`config.mk`:
```
export PLATFORM = sky130hd
export DESIGN_NAME = mdu_iter
export DESIGN_NICKNAME = d
export VERILOG_FILES = /design/src/rtl/mdu_iter.sv
export SDC_FILE = /design/constraint.sdc
export NUM_CORES = 1
export LEC_CHECK = 0
export CORE_MARGIN = 2
export CORE_UTILIZATION = 39
export DETAILED_ROUTE_END_ITERATION = 10
export PLACE_DENSITY = 0.64
export SYNTH_ARGS = -nofsm -noshare
export SYNTH_HDL_FRONTEND = slang
export SYNTH_SLANG_ARGS = --single-unit
```
`constraint.sdc`:
```
create_clock -name clk_i -period 5.2 [get_ports clk_i]
set_input_delay 0.52 -clock clk_i [delete_from_list [all_inputs] [get_ports clk_i]]
set_output_delay 0.52 -clock clk_i [all_outputs]
set_load 0.05 [all_outputs]
```
`src/rtl/mdu_iter.sv`:
```
//------------------------------------------------------------------------------
// mdu_iter : radix-2 iterative signed multiply/divide unit (MUL, MULH, DIV, REM)
// Revision : 1.0
//------------------------------------------------------------------------------
`default_nettype none

module mdu_iter #(
   parameter int WIDTH = 32,
   parameter int CNT_W = 6
) (
   input  logic             clk_i,
   input  logic             rst_i,
   input  logic             start_i,
   input  logic [1:0]       op_i,
   input  logic [WIDTH-1:0] src1_i,
   input  logic [WIDTH-1:0] src2_i,
   output logic             busy_o,
   output logic             done_o,
   output logic [WIDTH-1:0] result_o,
   output logic             div_zero_o
);

   localparam logic [1:0] c_OP_MUL  = 2'b00;
   localparam logic [1:0] c_OP_MULH = 2'b01;
   localparam logic [1:0] c_OP_DIV  = 2'b10;

   typedef enum logic [1:0] {S_IDLE, S_CALC, S_FIX, S_DONE} state_t;

   state_t             r_state;
   logic [1:0]         r_op;
   logic               r_sign1;
   logic               r_sign2;
   logic               r_dz;
   logic [WIDTH-1:0]   r_opnd;
   logic [2*WIDTH-1:0] r_acc;
   logic [CNT_W-1:0]   r_cnt;
   logic               r_busy;
   logic               r_done;
   logic [WIDTH-1:0]   r_result;
   logic               r_div_zero;

   logic [WIDTH-1:0]   w_abs1;
   logic [WIDTH-1:0]   w_abs2;
   logic               w_start_dz;
   logic [WIDTH:0]     w_mul_sum;
   logic [2*WIDTH-1:0] w_div_sh;
   logic               w_div_ge;
   logic [WIDTH-1:0]   w_div_sub;
   logic [2*WIDTH-1:0] w_prod_s;
   logic [WIDTH-1:0]   w_quot_s;
   logic [WIDTH-1:0]   w_rem_s;
   logic [WIDTH-1:0]   w_src1_back;
   logic [WIDTH-1:0]   w_fix_res;

   assign w_abs1     = src1_i[WIDTH-1] ? -src1_i : src1_i;
   assign w_abs2     = src2_i[WIDTH-1] ? -src2_i : src2_i;
   assign w_start_dz = op_i[1] && (src2_i == '0);

   // Multiplier sits in the low half and is consumed LSB-first while the
   // partial product grows into the upper half; the carry bit is kept.
   assign w_mul_sum = {1'b0, r_acc[2*WIDTH-1:WIDTH]} + {1'b0, r_opnd};

   // Remainder is always below the divisor (<= 2^(WIDTH-1)), so the bit
   // shifted out of the top is always zero.
   assign w_div_sh  = {r_acc[2*WIDTH-2:0], 1'b0};
   assign w_div_ge  = (w_div_sh[2*WIDTH-1:WIDTH] >= r_opnd);
   assign w_div_sub = w_div_sh[2*WIDTH-1:WIDTH] - r_opnd;

   assign w_prod_s    = (r_sign1 ^ r_sign2) ? -r_acc : r_acc;
   assign w_quot_s    = (r_sign1 ^ r_sign2) ? -r_acc[WIDTH-1:0] : r_acc[WIDTH-1:0];
   assign w_rem_s     = r_sign1 ? -r_acc[2*WIDTH-1:WIDTH] : r_acc[2*WIDTH-1:WIDTH];
   assign w_src1_back = r_sign1 ? -r_acc[WIDTH-1:0] : r_acc[WIDTH-1:0];

   always_comb begin
      w_fix_res = '0;
      if (r_dz) begin
         w_fix_res = (r_op == c_OP_DIV) ? {WIDTH{1'b1}} : w_src1_back;
      end else begin
         case (r_op)
            c_OP_MUL:  w_fix_res = w_prod_s[WIDTH-1:0];
            c_OP_MULH: w_fix_res = w_prod_s[2*WIDTH-1:WIDTH];
            c_OP_DIV:  w_fix_res = w_quot_s;
            default:   w_fix_res = w_rem_s;
         endcase
      end
   end

   always_ff @(posedge clk_i or negedge rst_i) begin
      if (!rst_i) begin
         r_state    <= S_IDLE;
         r_op       <= '0;
         r_sign1    <= 1'b0;
         r_sign2    <= 1'b0;
         r_dz       <= 1'b0;
         r_opnd     <= '0;
         r_acc      <= '0;
         r_cnt      <= '0;
         r_busy     <= 1'b0;
         r_done     <= 1'b0;
         r_result   <= '0;
         r_div_zero <= 1'b0;
      end else begin
         case (r_state)
            S_IDLE: begin
               if (start_i) begin
                  r_op       <= op_i;
                  r_sign1    <= src1_i[WIDTH-1];
                  r_sign2    <= src2_i[WIDTH-1];
                  r_dz       <= w_start_dz;
                  r_opnd     <= op_i[1] ? w_abs2 : w_abs1;
                  r_acc      <= {{WIDTH{1'b0}}, (op_i[1] ? w_abs1 : w_abs2)};
                  r_cnt      <= '0;
                  r_busy     <= 1'b1;
                  r_div_zero <= 1'b0;
                  r_state    <= w_start_dz ? S_FIX : S_CALC;
               end
            end
            S_CALC: begin
               if (r_op[1]) begin
                  r_acc <= {(w_div_ge ? w_div_sub : w_div_sh[2*WIDTH-1:WIDTH]),
                            w_div_sh[WIDTH-1:1], w_div_ge};
               end else if (r_acc[0]) begin
                  r_acc <= {w_mul_sum, r_acc[WIDTH-1:1]};
               end else begin
                  r_acc <= {1'b0, r_acc[2*WIDTH-1:1]};
               end
               r_cnt <= r_cnt + 1'b1;
               if (r_cnt == CNT_W'(WIDTH-1)) begin
                  r_state <= S_FIX;
               end
            end
            S_FIX: begin
               r_result   <= w_fix_res;
               r_div_zero <= r_dz;
               r_busy     <= 1'b0;
               r_done     <= 1'b1;
               r_state    <= S_DONE;
            end
            default: begin
               r_done  <= 1'b0;
               r_state <= S_IDLE;
            end
         endcase
      end
   end

   assign busy_o     = r_busy;
   assign done_o     = r_done;
   assign result_o   = r_result;
   assign div_zero_o = r_div_zero;

endmodule

`default_nettype wire
```
==> tab_implementation.tex <==
\begin{tabular}{lr}
\hline
Metric & Value \\
\hline
\multicolumn{2}{l}{\textbf{CTS}} \\
\quad Num CTS Buffers & 17 \\
\quad Resized cells post-CTS & 0 \\
\quad Maximum level of the CTS H-tree & 4 \\
\quad Clock slew at reported path FFs & 70 ps \\
\quad Setup fix buffers added after clock tree synthesis & 0 \\
\quad Worst-case clock buffer depth & 2 \\
\quad Number of sinks driven by the clock tree & 144 \\
\quad TritonCTS clock tree & done \\
\quad Later-pin clock latency in the skew report & 440 ps \\
\quad Buffer type at the clock tree root & clkbuf\_16 \\
\quad Number of hold buffers added after CTS & 0 \\
\multicolumn{2}{l}{\textbf{Synth}} \\
\quad Sequential fraction of the synthesis area & 0.232 \\
\quad Netlist area before placement & 0.0156 mm2 \\
\quad Synth unique cells & 89 \\
\quad Most instantiated library cell after synthesis & nand2\_1 \\
\quad Net count after synthesis & 2,197 \\
\quad Share of flip-flops with an asynchronous set or reset after synthesis & 1.00 \\
\quad List of most frequent post-synthesis cells & 219 x nand2\_1, 193 x a21oi\_1, 169 x o21ai\_0 \\
\quad Fraction of post-synthesis cell area in the top cell type by area & 0.232 \\
\quad Avg Synthesized Cell Area & 7.58 um2 \\
\quad Synthesis Warnings & 0 \\
\quad Top\_reg\_cell synth & dfrtp\_1 \\
\quad Cell type with the highest aggregate area in the netlist & dfrtp\_1 \\
\quad Mapped Cells & 2,053 \\
\quad Total of flip-flops plus latches after synthesis & 144 \\
\quad Leading cell types by total area after synthesis & dfrtp\_1 23\%, xnor2\_1 6.3\%, a21oi\_1 6.2\% \\
\quad Count of flip-flops with a built-in enable after synthesis & 0 \\
\multicolumn{2}{l}{\textbf{Power}} \\
\quad Static leakage power & 7.18 nW \\
\quad Internal Dissipation & 5.78 mW \\
\quad Power per cell area & 734 mW/mm2 \\
\quad Power Total & 12.8 mW \\
\quad Switching fraction of total power & 0.549 \\
\quad Sw power & 7.04 mW \\
\quad Combinational power share & 0.700 \\
\quad Clock group share of total power & 0.098 \\
\quad Reg power frac & 0.201 \\
\quad Peak supply drop & 0.406 mV \\
\multicolumn{2}{l}{\textbf{Detailed routing}} \\
\quad Vias per cell & 6.20 \\
\quad Via count & 16,100 \\
\quad Remaining routing DRC violations & 0 \\
\quad Length of the first detailed-routing pass in iterations & 8 \\
\quad Iteration-0 DRC count of the detailed router & 1,863 \\
\quad Number of nets with antenna violations after routing & 0 \\
\quad Final routed wire length divided by cell count & 22.2 um \\
\quad Detailed Route WL & 57,400 um \\
\multicolumn{2}{l}{\textbf{STA}} \\
\quad Actual slew at the worst max-slew pin & 1210 ps \\
\quad Count of pins over their slew limit & 0 \\
\quad Fmax achieved & 260 MHz \\
\quad Unrepaired setup endpoints after global routing & no \\
\quad Final-layout worst hold slack & 27.4 ps \\
\quad Setup violators final & 0 \\
\quad Post-route fraction of the period consumed by the critical path & 0.739 \\
\quad Setup slack of the critical path after layout & 1360 ps \\
\quad Setup skew after layout & 13.9 ps \\
\quad Tmin final & 3840 ps \\
\quad Worst max-slew margin expressed relative to the limit & 0.190 \\
\quad Sum of negative setup slack & 0 ps \\
\quad Number of hold violations in the final report & 0 \\
\multicolumn{2}{l}{\textbf{Critical path}} \\
\quad Worst Reg-to-Reg Cells & 10 \\
\quad Data required, critical path & 5510 ps \\
\quad Worst setup EP type & flop \\
\quad Largest fanout of any net on the critical path & 8 \\
\quad Crit start category & flop \\
\quad Type of the setup path with the least slack & flop to flop \\
\quad Critical path arrival & 4160 ps \\
\multicolumn{2}{l}{\textbf{Floorplan}} \\
\quad Total Die Area & 0.0415 mm2 \\
\quad Core box area & 0.0395 mm2 \\
\quad DIE WIDTH & 204 um \\
\quad Die height & 204 um \\
\quad Standard-cell rows & 73 \\
\quad Number of top-level design ports & 104 \\
\quad Starting density of the core & 0.393 \\
\multicolumn{2}{l}{\textbf{Placement}} \\
\quad Place WS & 1260 ps \\
\quad Post-detailed-placement half-perimeter wirelength & 43,800 um \\
\quad Port Buffer Count & 103 \\
\quad Weighted congestion reported at the end of routability-driven placement & 0.953 \\
\multicolumn{2}{l}{\textbf{Global route}} \\
\quad Wire length of the first global-routing pass & 88,500 um \\
\quad Initial antenna violation count & 1 \\
\quad Global-route congestion overflow total & 0 \\
\quad Maximum number of pins on one net before global-route repair & 97 \\
\quad Aggregate global-route resource usage & 0.275 \\
\quad Vias in the first global route & 15,000 \\
\multicolumn{2}{l}{\textbf{Outcome}} \\
\quad Result of the run & completed \\
\multicolumn{2}{l}{\textbf{Flow run}} \\
\quad Number of max-cap violations & 0 \\
\multicolumn{2}{l}{\textbf{Layout}} \\
\quad Fin nets & 2,196 \\
\quad Number of diodes added for antenna fixing & 0 \\
\quad Fin util & 0.442 \\
\quad Share of final-layout standard cells stronger than drive strength 1 & 0.0755 \\
\quad Post-synthesis to final-layout area growth & 12.2\% \\
\multicolumn{2}{l}{\textbf{Worst hold path}} \\
\quad Worst min-delay path class & input pin to async pin \\
\hline
\end{tabular}
## power by group through the flow
| stage | Combinational, mW | Sequential [mW] | Clock, mW |
|---|---|---|---|
| floorplan | 6.38 | 2.38 | 0 |
| global placement | 8.68 | 2.52 | 0 |
| detailed placement | 8.77 | 2.54 | 0 |
| CTS | 8.82 | 2.52 | 1.26 |
| global route | 9.79 | 2.62 | 1.31 |
| finish | 8.98 | 2.58 | 1.26 |
## flip-flops by register name, indices dropped and copies added, names as in the netlist, 2 cells and up
signal,flops
r_opnd,32
r_acc,64
r_op,2
r_cnt,6
result_o,32
r_state,2
## worst paths after layout
| kind | start | endpoint | slack (ps) |
|---|---|---|---|
| min in group clk_i | result_o[7] | result_o[7] | 510 |
| worst min-delay path | rst_i | result_o[16] | 30 |
| worst max register to register | r_acc[37] | r_acc[63] | 1360 |
| worst max-delay path | r_acc[37] | r_acc[63] | 1360 |
| worst min register to register | result_o[7] | result_o[7] | 510 |
| max in group asynchronous | rst_i | r_sign1 | 4030 |
## metrics by stage
step	instances	instance area, um2
floorplan	2053	15600
global placement	2558	16900
detailed placement	2558	16900
CTS	2590	17500
global route	2590	17500
finish	2590	17500
## layout make-up
cell class,instances,area (um2)
fillers,3944,22100
multi-input cells,1674,11100
flip-flops and latches,144,3610
repair buffers,134,1260
well taps,525,657
clock buffers,21,460
inverters,81,304
clock inverters,11,119
## cells by family after synthesis
logic type	synth area share
AO/OA/AOI/OAI	0.286
XOR/XNOR	0.113
adder cells (fa/ha/maj)	0.0613
buffers and inverters	0.0602
flip-flops	0.232
multiplexers	0.0459
AND/OR/NAND/NOR	0.202
## placed cells by master (no fill, tap or decap), types with 17 or more instances in the layout
master           count
ha_1                71
nand2b_1            24
o31ai_1             38
o221ai_1            23
o22ai_1             26
nand2_1            218
xnor2_1            111
a21o_1              30
inv_1               79
o211ai_1            27
buf_4               31
a211oi_1            30
mux2i_1             32
nor2_1             161
o21ai_0            169
a31oi_1             18
clkbuf_16           17
mux2_2              35
clkdlybuf4s50_1    101
or4_1               17
a21oi_1            193
dfrtp_1            142
or3_1               24
nor4_1              17
nor3_1              36
nand3_1             36
xor2_1              87
## layer usage
metal	vias to the layer above	GRT usage	wire length (um)
met4	2	0.118	2520
li1	7479	-	-
met1	7689	0.375	24800
met2	762	0.441	26000
met3	127	0.0315	4120
met5	-	0	19
## worst max-delay path: stages (launching register included)
cell	delay (ps)
dfrtp_1	570
ha_1	370
a21o_1	210
a211o_1	240
o21ai_0	460
a21oi_1	230
o31ai_1	710
nand2_1	110
a311o_1	380
a211oi_1	300
o31ai_1	130
Power figures use the tool's default switching activity.
